File: config.mk
export PLATFORM = sky130hd
export DESIGN_NAME = time_edit_ctrl
export DESIGN_NICKNAME = d
export VERILOG_FILES = /design/src/rtl/time_edit_ctrl.sv
export SDC_FILE = /design/constraint.sdc
export NUM_CORES = 1
export LEC_CHECK = 0
export CAP_MARGIN = 20
export CORE_UTILIZATION = 43
export CTS_CLUSTER_SIZE = 25
export DETAILED_ROUTE_END_ITERATION = 7
export GPL_TIMING_DRIVEN = 0
export PLACE_DENSITY = 0.79
export SLEW_MARGIN = 30
export SYNTH_ARGS = -nofsm -noshare
export SYNTH_HDL_FRONTEND = slang
export SYNTH_SLANG_ARGS = --single-unit
File: constraint.sdc
create_clock -name CP -period 3.69 [get_ports CP]
set_input_delay 0.369 -clock CP [delete_from_list [all_inputs] [get_ports CP]]
set_output_delay 0.369 -clock CP [all_outputs]
set_load 0.05 [all_outputs]
File: src/rtl/time_edit_ctrl.sv
// Time-edit sequencer: snapshots clock/alarm time, edits BCD digits under legal-time limits,
// and commits through a req/ack load handshake. Optional idle auto-abort via EDIT_TIMEOUT_EN.
module time_edit_ctrl #(
    parameter int TIMEOUT_S = 10,
    parameter int ACK_MAX   = 255
) (
    input  logic        CP,
    input  logic        CR,
    input  logic        tick_1hz,
    input  logic        adjust,
    input  logic        mode,
    input  logic        left,
    input  logic        right,
    input  logic        up,
    input  logic        down,
    input  logic        apply,
    input  logic [23:0] cur_time,
    input  logic [15:0] alarm_time,
    input  logic        load_ack,
    output logic [23:0] edit_time,
    output logic [2:0]  cursor,
    output logic        editing,
    output logic        blink,
    output logic        load_counter,
    output logic        load_alarm,
    output logic [23:0] load_data,
    output logic        load_err
);
    localparam int AW = $clog2(ACK_MAX + 1);

    typedef enum logic [1:0] {IDLE, EDIT, COMMIT} state_t;
    state_t state, state_d;

    logic          target;
    logic [5:0]    btn_q;
    logic          adj_e, apply_e, up_e, down_e, left_e, right_e, any_e;
    logic [AW-1:0] ack_cnt;
    logic          ack_expire, timed_out;
    logic [23:0]   time_d;
    logic [2:0]    cursor_d, cur_lo;
    logic [4:0]    bit_lo;
    logic [3:0]    dig, dmax, dnew;

    // Action priority apply > up > down > left > right is resolved here.
    assign adj_e   = adjust & ~btn_q[5];
    assign apply_e = apply  & ~btn_q[4];
    assign up_e    = up     & ~btn_q[3] & ~apply_e;
    assign down_e  = down   & ~btn_q[2] & ~apply_e & ~up_e;
    assign left_e  = left   & ~btn_q[1] & ~apply_e & ~up_e & ~down_e;
    assign right_e = right  & ~btn_q[0] & ~apply_e & ~up_e & ~down_e & ~left_e;
    assign any_e   = apply_e | up_e | down_e | left_e | right_e;

    assign ack_expire = (ack_cnt == AW'(ACK_MAX - 1));
    assign editing    = (state != IDLE);
    assign load_data  = (load_counter | load_alarm) ? edit_time : 24'h0;

`ifdef EDIT_TIMEOUT_EN
    localparam int TW = $clog2(TIMEOUT_S + 1);
    logic [TW-1:0] idle_s;

    assign timed_out = tick_1hz & ~any_e & (idle_s == TW'(TIMEOUT_S - 1));

    always_ff @(posedge CP) begin
        if (CR)
            idle_s <= '0;
        else if (state != EDIT || any_e)
            idle_s <= '0;
        else if (tick_1hz)
            idle_s <= idle_s + TW'(1);
    end
`else
    assign timed_out = 1'b0;
`endif

    always_comb begin
        state_d = state;
        case (state)
            IDLE:    if (adj_e) state_d = EDIT;
            EDIT: begin
                if (!adjust || timed_out) state_d = IDLE;
                else if (apply_e)         state_d = COMMIT;
            end
            COMMIT: begin
                if (load_ack)        state_d = IDLE;
                else if (ack_expire) state_d = EDIT;
            end
            default: state_d = IDLE;
        endcase
    end

    // Digit edit / cursor move for the current cycle's single action.
    always_comb begin
        time_d   = edit_time;
        cursor_d = cursor;
        cur_lo   = target ? 3'd2 : 3'd0;
        bit_lo   = {cursor, 2'b00};
        dig      = edit_time[bit_lo +: 4];
        case (cursor)
            3'd1, 3'd3: dmax = 4'd5;
            3'd4:       dmax = (edit_time[23:20] == 4'd2) ? 4'd3 : 4'd9;
            3'd5:       dmax = 4'd2;
            default:    dmax = 4'd9;
        endcase
        dnew = dig;
        if (up_e)
            dnew = (dig >= dmax) ? 4'd0 : dig + 4'd1;
        else if (down_e)
            dnew = (dig == 4'd0) ? dmax : dig - 4'd1;
        if (up_e || down_e) begin
            time_d[bit_lo +: 4] = dnew;
            if (cursor == 3'd5 && dnew == 4'd2 && time_d[19:16] > 4'd3)
                time_d[19:16] = 4'd3;
        end else if (left_e) begin
            cursor_d = (cursor == 3'd5) ? cur_lo : cursor + 3'd1;
        end else if (right_e) begin
            cursor_d = (cursor == cur_lo) ? 3'd5 : cursor - 3'd1;
        end
        if (target)
            time_d[7:0] = 8'h00;
    end

    always_ff @(posedge CP) begin
        if (CR) begin
            state        <= IDLE;
            target       <= 1'b0;
            btn_q        <= '0;
            edit_time    <= '0;
            cursor       <= '0;
            blink        <= 1'b0;
            load_counter <= 1'b0;
            load_alarm   <= 1'b0;
            load_err     <= 1'b0;
            ack_cnt      <= '0;
        end else begin
            state    <= state_d;
            btn_q    <= {adjust, apply, up, down, left, right};
            load_err <= (state == COMMIT) && (state_d == EDIT);

            if (state == IDLE && state_d == EDIT) begin
                target    <= mode;
                edit_time <= mode ? {alarm_time, 8'h00} : cur_time;
                cursor    <= mode ? 3'd2 : 3'd0;
            end else if (state == EDIT && state_d == EDIT) begin
                edit_time <= time_d;
                cursor    <= cursor_d;
            end

            if (state == EDIT && state_d == EDIT)
                blink <= tick_1hz ? ~blink : blink;
            else
                blink <= 1'b0;

            // Request rises with COMMIT entry and is held until ack or expiry.
            if (state != COMMIT && state_d == COMMIT) begin
                load_counter <= ~target;
                load_alarm   <= target;
                ack_cnt      <= '0;
            end else if (state == COMMIT && state_d != COMMIT) begin
                load_counter <= 1'b0;
                load_alarm   <= 1'b0;
            end else if (state == COMMIT) begin
                ack_cnt <= ack_cnt + AW'(1);
            end
        end
    end
endmodule
==> results by group, run 1 <==
Logic synthesis
  – Synthesized net count: 503
  – Cell Area, Synth: 3500 um2
  – Yosys reg bits: 48
  – Top-area cell type share of the netlist area: 0.275
  – Sequential area share after synthesis: 0.275
  – Synth top area cells: dfxtp_1, nor2_1, nor2b_1
  – Post-synthesis cell type count: 64
  – Synth area leader: dfxtp_1
  – Syn Area/Cell: 8.08 um2
  – Fraction of registers with async set/reset: 0
  – Prevailing post-synth register cell: dfxtp_1
  – Cells after Synth: 433
  – Synth warnings: 0
  – Post-synth EDFFs: 0

Timing
  – Fmax achieved: 268 MHz
  – Final min period: 3.73 ns
  – Slew Viols, Final: 0
  – Fin crit share: 1.01
  – Final Worst Setup Slack: -0.0376 ns
  – Clock skew: 0.0128 ns
  – Relative slew slack: 0.366
  – # setup viols final: 1
  – Final hold vios: 0
  – Worst slew pin tran: 0.942 ns

Global route
  – Number of global-route vias before repair: 3686
  – Total Routing Usage GR: 0.275
  – Global route total overflow: 0
  – Largest net degree at the start of global routing: 17
  – Global-route wire length before repair: 18.3 mm
  – Initial antenna violation count: 0

Power and ir drop
  – Lkg Pwr: 1.87 nW
  – Pwr dens: 348 nW/um2
  – Peak supply drop: 0.230 mV

Outcome
  – Failing checks: negative setup slack
  – Run status: finished with violations

Critical path
  – Slowest CP cell: nor2_1
  – Critical path fanouts, max: 8
  – WP buf/inv: 2
  – Slowest stage delay, CP: 0.48 ns
  – WS Path Type: reg2reg
  – Crit start category: register
  – Worst Path Arrival: 3.94 ns
  – Critical path required time: 3.90 ns
  – CP delay by family, top: compound AO/OA/AOI/OAI gates
  – Crit path cell chain: clkbuf_16 -> nor2_1 -> a222oi_1 -> buf_4 -> ha_1 -> nand2b_1 -> a211o_4 -> a211oi_2 -> o22ai_2 -> a21oi_4 -> nor4b_4 -> o2111ai_2 -> a311oi_2
  – Critical Path Sink Type: register

Placed design
  – DP Wirelength: 8.79 mm
  – GPL Wtd Cong: 0.908
  – Post-Place Worst Slack: -0.637 ns
  – Port-buffer cells: 105

Routing
  – Antenna Nets Post-Route: 0
  – Via count: 3937
  – 1st-iter DRT viols: 336
  – Vias per inst: 5.88
  – Wirelength per Cell: 18.3 um
  – Number of remaining DRC errors: 0
  – DRT Pass-1 Iters: 5
  – Post-Route WL: 12.3 mm

Hold path
  – Min-delay worst type: reg2reg

Clock network
  – Clock Path Buffers: 2
  – Clock sink count: 48
  – Post-CTS Hold Buffers: 0
  – Clock root buffer: clkbuf_8
  – Worst-Skew Late Latency: 0.31 ns
  – Worst-path clk slew: 0.10 ns
  – CTS tree: yes
  – CTS buffer count: 5
  – H-tree level count: 2

Die
  – I/O pins: 107
  – Die area: 8500 um2
  – Cell Rows: 32
  – Initial Util: 0.448
  – Core ar.: 7810 um2
  – Die outline height: 92.2 um
  – Die width: 92.2 um

Cells and area
  – P&R area growth vs syn: 47.2%
  – Nets@finish: 637
  – Most frequent cells in the layout: clkdlybuf4s50_1, nor2_1, dfxtp_1, nor2b_1, a21oi_1
  – Layout cells sized above 1: 0.148
  – Commonest non-fill, non-tap cell in the layout: clkdlybuf4s50_1
  – Antenna diode count: 0
  – Final Util: 0.660

Run
  – Max-cap violation count: 0
-- timing repair --
action | CTS | global route
cloned | 0 | 1
setup endpoints to repair | 24 | 21
gates resized for setup | 10 | 23
buffers inserted | 7 | 15
pin swaps | 3 | 8
-- layout make-up --
class / instances / area [um2]
Timing Repair Buffer: 128 / 1240
Fill cell: 659 / 2660
Tap cell: 102 / 128
Buffer: 18 / 103
Multi-Input combinational cell: 354 / 2530
Inverter: 12 / 52.6
Sequential cell: 48 / 970
Clock inverter: 2 / 38.8
Clock buffer: 6 / 93.8
-- flip-flops by register name, summed over array words and instances (netlist names) --
| register | count |
|---|---|
| cursor | 3 |
| blink | 1 |
| load_alarm | 1 |
| target | 1 |
| load_counter | 1 |
| btn_q | 6 |
| edit_time | 24 |
| load_err | 1 |
| state | 2 |
| ack_cnt | 8 |
-- power by group --
group	internal (mW)	switching, mW	total, mW	leakage (nW)
clock	0.246	0.207	0.453	0.0669
sequential	0.546	0.0387	0.585	0.394
combinational	0.326	0.427	0.753	1.41
total	1.12	0.672	1.79	1.87
-- worst paths after layout --
kind	startpoint	end	slack, ns	cells after the start
min	state[1]$_SDFF_PP0_	blink$_SDFFE_PP0P_	0.49	1
max	cursor[0]$_SDFFE_PP0P_	edit_time[16]$_SDFFE_PP0P_	-0.04	13
max reg2reg	cursor[0]$_SDFFE_PP0P_	edit_time[16]$_SDFFE_PP0P_	-0.04	13
min reg2reg	state[1]$_SDFF_PP0_	blink$_SDFFE_PP0P_	0.49	1
-- per-layer routing --
metal	routed length, um	vias to the layer above	track usage
met1	5140	1862	0.358
met3	956	19	0.0390
li1	-	1858	-
met5	0	-	0
met4	171	0	0.0872
met2	6020	198	0.466
-- cells by family (layout without fill, tap and decap cells) --
group                      count (synthesis)  after routing  synth area share
and+or+nand+nor                          183            183             0.276
adders and majority gates                 19             19            0.0680
muxes                                     32             32            0.0973
buffers and inverters                     31            166            0.0386
AOI/OAI and AO/OA                        113            113             0.228
DFF                                       48             48             0.275
xor gates and xnor gates                   7              7            0.0175
-- metrics by stage --
step,total power [mW],hold WS (ns),instances,setup TNS [ns],cell area (um2)
after floorplan,1.01,0.450,433,0,3510
after global placement,1.20,0.468,640,-3.31,4690
after detailed placement,1.21,0.481,640,-6.29,4690
after CTS,1.69,0.496,655,0,4920
after global routing,1.85,0.501,670,-0.267,5150
final,1.79,0.494,670,-0.0376,5150
-- Yosys cell counts, drive strengths merged (2+ instances only) --
cell type and number:
nor3 8, ha 19, xor2 4, nor3b 2
a21oi 34, buf 6, or4 2, nor2 66
nand2 21, o221ai 2, a211oi 21, inv 12
mux2 13, clkbuf 13, nor4 2, nand2b 8
and4 3, o21bai 2, a21o 3, mux2i 19
nor4b 3, dfxtp 48, nand4 5, nor2b 39
and3 4, or3 6, o211ai 2, nand3 4
or2 3, a22oi 7, xnor2 3, a222oi 2
o211a 2, o21ai 14, nand4b 3, a311oi 7
a221oi 3, o22ai 3
Power figures use the tool's default switching activity.
==> run 2, diff against run 1 <==
--- a/config.mk
+++ b/config.mk
@@ -5,11 +5,14 @@
 export SDC_FILE = /design/constraint.sdc
 export NUM_CORES = 1
 export LEC_CHECK = 0
+export ABC_AREA = 1
 export CAP_MARGIN = 20
 export CORE_UTILIZATION = 43
 export CTS_CLUSTER_SIZE = 25
 export DETAILED_ROUTE_END_ITERATION = 7
+export GPL_ROUTABILITY_DRIVEN = 1
 export GPL_TIMING_DRIVEN = 0
+export HOLD_SLACK_MARGIN = 0.1
 export PLACE_DENSITY = 0.79
 export SLEW_MARGIN = 30
 export SYNTH_ARGS = -nofsm -noshare
==> results by group, run 2 <==
Die
  – Cell Rows: 32 (unchanged)
  – Die width: 92.0 um (-0.27%)
  – Core ar.: 7770 um2 (-0.51%)
  – Initial Util: 0.448 (about the same)
  – Die area: 8460 um2 (-0.53%)
  – I/O pins: 107 (unchanged)
  – Die outline height: 92.0 um (-0.27%)

Power and ir drop
  – Lkg Pwr: 1.94 nW (+3.6%)
  – Pwr dens: 368 nW/um2 (+6.0%)
  – Peak supply drop: 0.225 mV (-2.0%)
  – Total power: 1.76 mW (-1.6%)

Cells and area
  – Biggest regs: edit_time: 24 flops, ack_cnt: 8 flops, btn_q: 6 flops
  – Antenna diode count: 0 (unchanged)
  – Nets@finish: 706 (+11%)
  – Max reg flops: 24 (unchanged)
  – Commonest non-fill, non-tap cell in the layout: clkdlybuf4s50_1
  – Final cell area excluding filler cells: 4780 um2 (-7.2%)
  – Fillers: 766 (+16%)
  – P&R area growth vs syn: 37.4%
  – Layout cells sized above 1: 0.102 (-0.0458)
  – Final cell count without fillers: 739 (+10%)
  – Multi-input gate area: 2140 um2 (-15%)
  – Most flops, register: edit_time
  – Most frequent cells in the layout: clkdlybuf4s50_1, nand2_1, nor2_1, inv_1, dfxtp_1
  – Sequential Area: 962 um2 (-0.77%)

Logic synthesis
  – Post-synth top cells: nand2_1, nor2_1, inv_1
  – Syn Area/Cell: 6.64 um2 (-18%)
  – Post-synth EDFFs: 0 (unchanged)
  – Cells after Synth: 524 (+21%)
  – Synth top area cells: dfxtp_1, nand2_1, nor2_1
  – Synthesized net count: 594 (+18%)
  – Mux contribution to synthesized area: 0 (-0.0973)
  – Cell Area, Synth: 3480 um2 (-0.54%)
  – Adder-cell share of the synthesized area: 0.0683 (+0.000367)
  – Sequential area share after synthesis: 0.276 (+0.00148)
  – Compound-gate portion of the synthesized area: 0.211 (-0.0175)
  – Post-synthesis cell type count: 42 (-34%)
  – Synth Area in Simple Gates: 0.331 (+0.0551)
  – Synth Area in XOR/XNOR: 0.00503 (-0.0125)
  – Top-area cell type share of the netlist area: 0.276 (+0.00148)
  – Yosys reg bits: 48 (unchanged)
  – Synth area leader: dfxtp_1
  – Prevailing post-synth register cell: dfxtp_1
  – Synth warnings: 0 (unchanged)
  – Fraction of registers with async set/reset: 0 (unchanged)
  – Most common cell in the synthesized netlist: nand2_1
  – Largest family of logic cells by synthesized area: simple AND/OR/NAND/NOR gates

Placed design
  – DP Wirelength: 8.83 mm (+0.39%)
  – Port-buffer cells: 105 (unchanged)
  – GPL Wtd Cong: 0.922 (+1.6%)
  – Inst Count DP: 731 (+14%)
  – Placed Area: 4660 um2 (-0.64%)

Clock network
  – CTS buffer count: 5 (unchanged)
  – Worst-Skew Late Latency: 0.31 ns (about the same)
  – Post-CTS Hold Buffers: 0 (unchanged)
  – # Post-CTS Setup Buffers: 0 (-7)
  – Clock sink count: 48 (unchanged)
  – Gates resized, CTS repair: 0 (-10)
  – Worst-path clk slew: 0.10 ns (about the same)
  – Clock Path Buffers: 2 (unchanged)
  – CTS tree: yes
  – H-tree level count: 2 (unchanged)
  – Clock root buffer: clkbuf_8

Critical path
  – Crit path from: cursor[1]$_SDFFE_PP0P_
  – Critical path required time: 3.93 ns (+0.03 ns)
  – Reg2Reg Depth: 18 (+5)
  – WP buf/inv: 5 (+3)
  – Slowest stage delay, CP: 0.39 ns (-0.09 ns)
  – WS Path Type: reg2reg
  – Critical Path Sink Type: register
  – Worst Path Arrival: 3.55 ns (-0.39 ns)
  – Worst r2r src: cursor[1]$_SDFFE_PP0P_
  – Crit path cell chain: buf_4 -> inv_2 -> ha_1 -> ha_1 -> inv_1 -> o21ai_0 -> inv_1 -> ha_1 -> nand2_1 -> o21bai_1 -> o211ai_1 -> inv_1 -> nand2_1 -> o21ai_2 -> nand2_2 -> nor4_1 -> nand2_1 -> a31oi_1
  – Crit start category: register
  – Levels on crit path: 18 (+5)
  – Critical path fanouts, max: 10 (+2)
  – CP delay by family, top: compound AO/OA/AOI/OAI gates
  – Slowest CP cell: dfxtp_1

Routing
  – Antenna Nets Post-Route: 0 (unchanged)
  – 1st-iter DRT viols: 305 (-9.2%)
  – Via count: 3957 (+0.51%)
  – DRT Pass-1 Iters: 5 (unchanged)
  – Vias per inst: 5.35 (-8.9%)
  – Wirelength per Cell: 15.0 um (-18%)
  – Number of remaining DRC errors: 0 (unchanged)
  – Post-Route WL: 11.1 mm (-10%)

Global route
  – Global-route wire length before repair: 18.1 mm (-0.94%)
  – Initial antenna violation count: 0 (unchanged)
  – Global route total overflow: 0 (unchanged)
  – Number of global-route vias before repair: 3783 (+2.6%)
  – Total Routing Usage GR: 0.271 (-0.00422)
  – Largest net degree at the start of global routing: 16 (-1)

Hold path
  – Min-delay worst type: reg2reg
  – Hold Crit Start: ack_cnt[3]$_SDFFE_PP0P_
  – WHS Path Cells: 2 (+1)

Timing
  – Clock skew: 0.0113 ns (-0.00143 ns)
  – Setup TNS Final: 0 ns (+0.0376 ns)
  – Worst slew pin tran: 0.610 ns (-0.332 ns)
  – RSZ-0062 raised after global routing: false
  – Relative slew slack: 0.593 (+0.227)
  – Slew Viols, Final: 0 (unchanged)
  – Fmax achieved: 302 MHz (+13%)
  – Final min period: 3.31 ns (-0.416 ns)
  – Hold WS: 0.522 ns (+0.0276 ns)
  – # setup viols final: 0 (-1)
  – Fin crit share: 0.898 (-0.113)
  – Final hold vios: 0 (unchanged)

Run
  – Max-cap violation count: 0 (unchanged)

Outcome
  – Run status: finished, final reports clean
==> run 2: cell count changes in the layout (fill, tap and decap cells not counted), sizes merged, moves of 13 or more <==
cell / delta
mux2: -13
nor2: +17
inv: +67
nand3: +22
nor2b: -39
nand2: +90
a211oi: -20
mux2i: -19
a31oi: +17
buf: -20
o21ai: +27
==> run 2: worst paths after layout <==
check	to	slack (ns)
worst min register to register	ack_cnt[3]$_SDFFE_PP0P_	0.52
worst min-delay path	ack_cnt[3]$_SDFFE_PP0P_	0.52
worst max-delay path	edit_time[6]$_SDFFE_PP0P_	0.38
worst max register to register	edit_time[6]$_SDFFE_PP0P_	0.38
==> run 2: logic make-up after synthesis <==
family,count (synthesis)
XOR/XNOR,2
AND/OR/NAND/NOR,245
adder cells (fa/ha/maj),19
buffers and inverters,94
AO/OA/AOI/OAI,116
flip-flops,48
==> run 2: routing by layer <==
layer / track usage / share of wire
met4: 0.0768 / 0.017
met1: 0.350 / 0.44
met5: 0 / 0
met2: 0.466 / 0.48
met3: 0.0415 / 0.069
==> run 2: final cells by class <==
class / instances / share of cell area
Multi-Input combinational cell: 382 / 0.448
Sequential cell: 48 / 0.201
Clock buffer: 6 / 0.0173
Buffer: 15 / 0.0173
Inverter: 79 / 0.0620
Clock inverter: 2 / 0.00811
Tap cell: 102 / 0.0267
Timing Repair Buffer: 105 / 0.220
==> run 2: report_power, final <==
part           leakage [nW]  internal (mW)  switching (mW)  total, mW
logic                  1.49          0.263           0.496      0.759
clock network        0.0614          0.222           0.198      0.420
registers             0.392          0.549          0.0338      0.583
total                  1.94           1.03           0.728       1.76
==> run 2: worst min-delay path, stage by stage, from the launching register on <==
cell and delay (ns):
dfxtp_1 0.33, inv_1 0.09, a21oi_1 0.06
==> run 2: per-stage QoR <==
step | utilization | setup WS, ns
2_1_floorplan | - | 0.550
3_3_place_gp | 0.600 | 0.419
3_5_place_dp | 0.600 | 0.387
4_1_cts | 0.615 | 0.359
5_1_grt | 0.615 | 0.0508
6_report | 0.615 | 0.378
==> edit, RTL diff (flow settings as in run 1) <==
Set the parameter `ACK_MAX` to 510 (it was 255).
--- a/src/rtl/time_edit_ctrl.sv
+++ b/src/rtl/time_edit_ctrl.sv
@@ -2,7 +2,7 @@
 // and commits through a req/ack load handshake. Optional idle auto-abort via EDIT_TIMEOUT_EN.
 module time_edit_ctrl #(
     parameter int TIMEOUT_S = 10,
-    parameter int ACK_MAX   = 255
+    parameter int ACK_MAX   = 510
 ) (
     input  logic        CP,
     input  logic        CR,
Check against the original RTL: no difference found for any inputs over 4 cycles, from zero or initial values; that may be too few to reach the edited logic, so the function may still have changed.
==> edit against run 1 <==
  * The flow still finishes with violations (setup timing)
  * Via count grew 2.2%
  * Sequential cell count increased by 1
  * Fmax grew 0.78%
  * Setup slack improved by 0.029 ns
  * Non-clock buffer count down 7
  * Routed wire length decreased by 0.88%
  * Combinational power is 11% lower
  * Total power decreased by 9.4%
  * Sequential share of layout area is 0.68 points higher
  * Die area is 3.2% higher
  * Critical path depth unchanged
  * Final area down 1.5%
  * Area after synthesis increased by 3.3%
  * Critical path type unchanged
  * Largest cell class unchanged
==> edit: results (changes against run 1) <==
[global_route]
grt_max_degree = 19  ; +2
grt.total_usage_pct = 26.5  ; -1.1 points
grt_pass1_wl_um = 18100  ; -0.86%
grt_pass1_vias = 3609  ; -2.1%
antenna_found_initial = 0  ; unchanged

[route]
drt-wirelength-per-cell_um = 18.0  ; -2.0%
first_iter_violations = 320  ; -4.8%
routed_wl_um = 12200  ; -0.88%
dr.pass1.iters = 5  ; unchanged
vias = 4023  ; +2.2%

[run_status]
status = finished, violations left
failed_checks = setup timing

[worst_setup_path]
cp_max_fo = 10  ; +2
path_class = flip-flop to flip-flop
worst_ep_arrival_time_ns = 3.94  ; about the same
rr_worst_depth = 13  ; unchanged
startpoint = cursor[1]
r2r_end = edit_time[20]

[placement]
dp.cells = 662  ; +3.4%
place_area_mm2 = 0.00481  ; +2.6%
io_buffers = 105  ; unchanged
hpwlAfterDp_um = 9180  ; +4.3%
place.gp.congestion = 0.901  ; -0.71%

[logic_synthesis]
ys.flop_type = dfxtp_1
synth_nets = 521  ; +3.6%
synth_cell_type_count = 69  ; +7.8%
yosysSeqAreaShare_pct = 27.1  ; -0.32 points
avgSynthCellArea_um2 = 7.99  ; -1.1%
yosys_warnings = 0  ; unchanged
synthTopCellsByArea = dfxtp_1, nor2b_1, ha_1
synth_common_cells = nor2_1, dfxtp_1, nor2b_1, nand2_1, a21oi_1
ys_async_sr_fraction_pct = 0  ; unchanged

[layout]
layout.nets = 641  ; +0.63%
largest_registers = edit_time: 24 flops, ack_cnt: 9 flops, btn_q: 6 flops
antenna_cells = 0  ; unchanged
final.fill_count = 712  ; +8.0%
drive_above_1_share_pct = 11.5  ; -3.3 points

[clock_tree]
cts-htree-levels = 2  ; unchanged
cts_root_buf = clkbuf_8
cts_buffers = 5  ; unchanged
clockBufferDepth = 2  ; unchanged
clk_pin_slew_ns = 0.11
clkLatencyLatePin_ns = 0.32

[pwr]
p_int_w = 0.000981  ; -12%
ir_drop_mv = 0.191  ; -17%
leakage_nw = 1.83  ; -2.3%

[timing]
worst_slack_ns = -0.00881  ; +0.0288 ns
clock_skew_ns = 0.0121  ; -0.000710 ns
worst_pin_slew_ns = 0.792  ; -0.150 ns
setup_viol = 1  ; unchanged

[min_path]
hp-start = state[1]
hold_path.class = flip-flop to flip-flop

-- edit: final cells by class --
type	instances	area, um^2	share of cell area (%)
Clock inverter	3	28.8	0.567
Buffer	24	126	2.49
Multi-Input combinational cell	364	2550	50.3
Timing Repair Buffer	115	1130	22.2
Sequential cell	49	990	19.5
Tap cell	105	131	2.59
Inverter	13	48.8	0.962
Clock buffer	5	68.8	1.36
-- edit: worst max-delay path: stages, from the launching register on --
cell	delay, ns
dfxtp_4	0.46
buf_4	0.15
mux2_2	0.35
a222oi_1	0.38
clkbuf_2	0.31
inv_1	0.11
ha_1	0.30
o21a_1	0.16
a21oi_4	0.18
a21oi_1	0.10
or3b_1	0.37
buf_4	0.18
o32a_1	0.36
a211oi_1	0.22
-- edit: worst min-delay path by stage --
stage / end / slack, ns / depth (start not counted)
detailed placement: blink / 0.46 / 1
finish: blink / 0.48 / 1
global placement: blink / 0.46 / 1
global route: blink / 0.49 / 1
CTS: blink / 0.48 / 1
floorplan: blink / 0.43 / 1
-- edit: routing by layer --
metal	part of all wire, %	routed length, um	track usage, %	vias to the layer above
met3	9.5	1160	3.88	23
li1	-	-	-	1903
met1	41	4950	33.1	1861
met2	48	5850	46.4	236
met5	0	0	0	-
met4	1.8	220	8.59	0
-- edit: repair_timing --
action / CTS / global route
endpoints found under the setup margin: 24 / 20
hold buffers: 0 / 0
pin swaps: 3 / 11
gates resized for setup: 11 / 21
setup buffers: 3 / 7
-- edit: power groups by stage --
stage	logic [W]	registers, W	clock network, W
after floorplan	0.000335	0.000669	0
after global placement	0.000605	0.000600	0
after detailed placement	0.000612	0.000601	0
after CTS	0.000627	0.000592	0.000360
after global routing	0.000711	0.000597	0.000386
final	0.000669	0.000594	0.000361
-- edit: kinds of logic (layout without fill, tap and decap cells) --
logic type                 count (synthesis)  in the layout  share of synthesized area [%]
xor gates and xnor gates                   8              8                           1.94
and+or+nand+nor                          198            198                           28.9
AOI/OAI and AO/OA                        112            112                           22.8
buffers and inverters                     39            160                           4.57
DFF                                       49             49                           27.1
adders and majority gates                 18             18                           6.23
muxes                                     28             28                           8.41
-- edit: stage by stage --
step                      util [%]  hold slack, ns  TNS [ns]  power (W)  setup WS [ns]
final                         62.0           0.484  -0.00881    0.00162       -0.00881
after global routing          62.0           0.493    -0.111    0.00169        -0.0456
after CTS                     60.5           0.480         0    0.00158        0.00377
after detailed placement      58.8           0.458     -7.95    0.00121         -0.474
after global placement        58.8           0.462     -9.05    0.00120         -0.519
after floorplan                  -           0.428         0    0.00100         0.0201
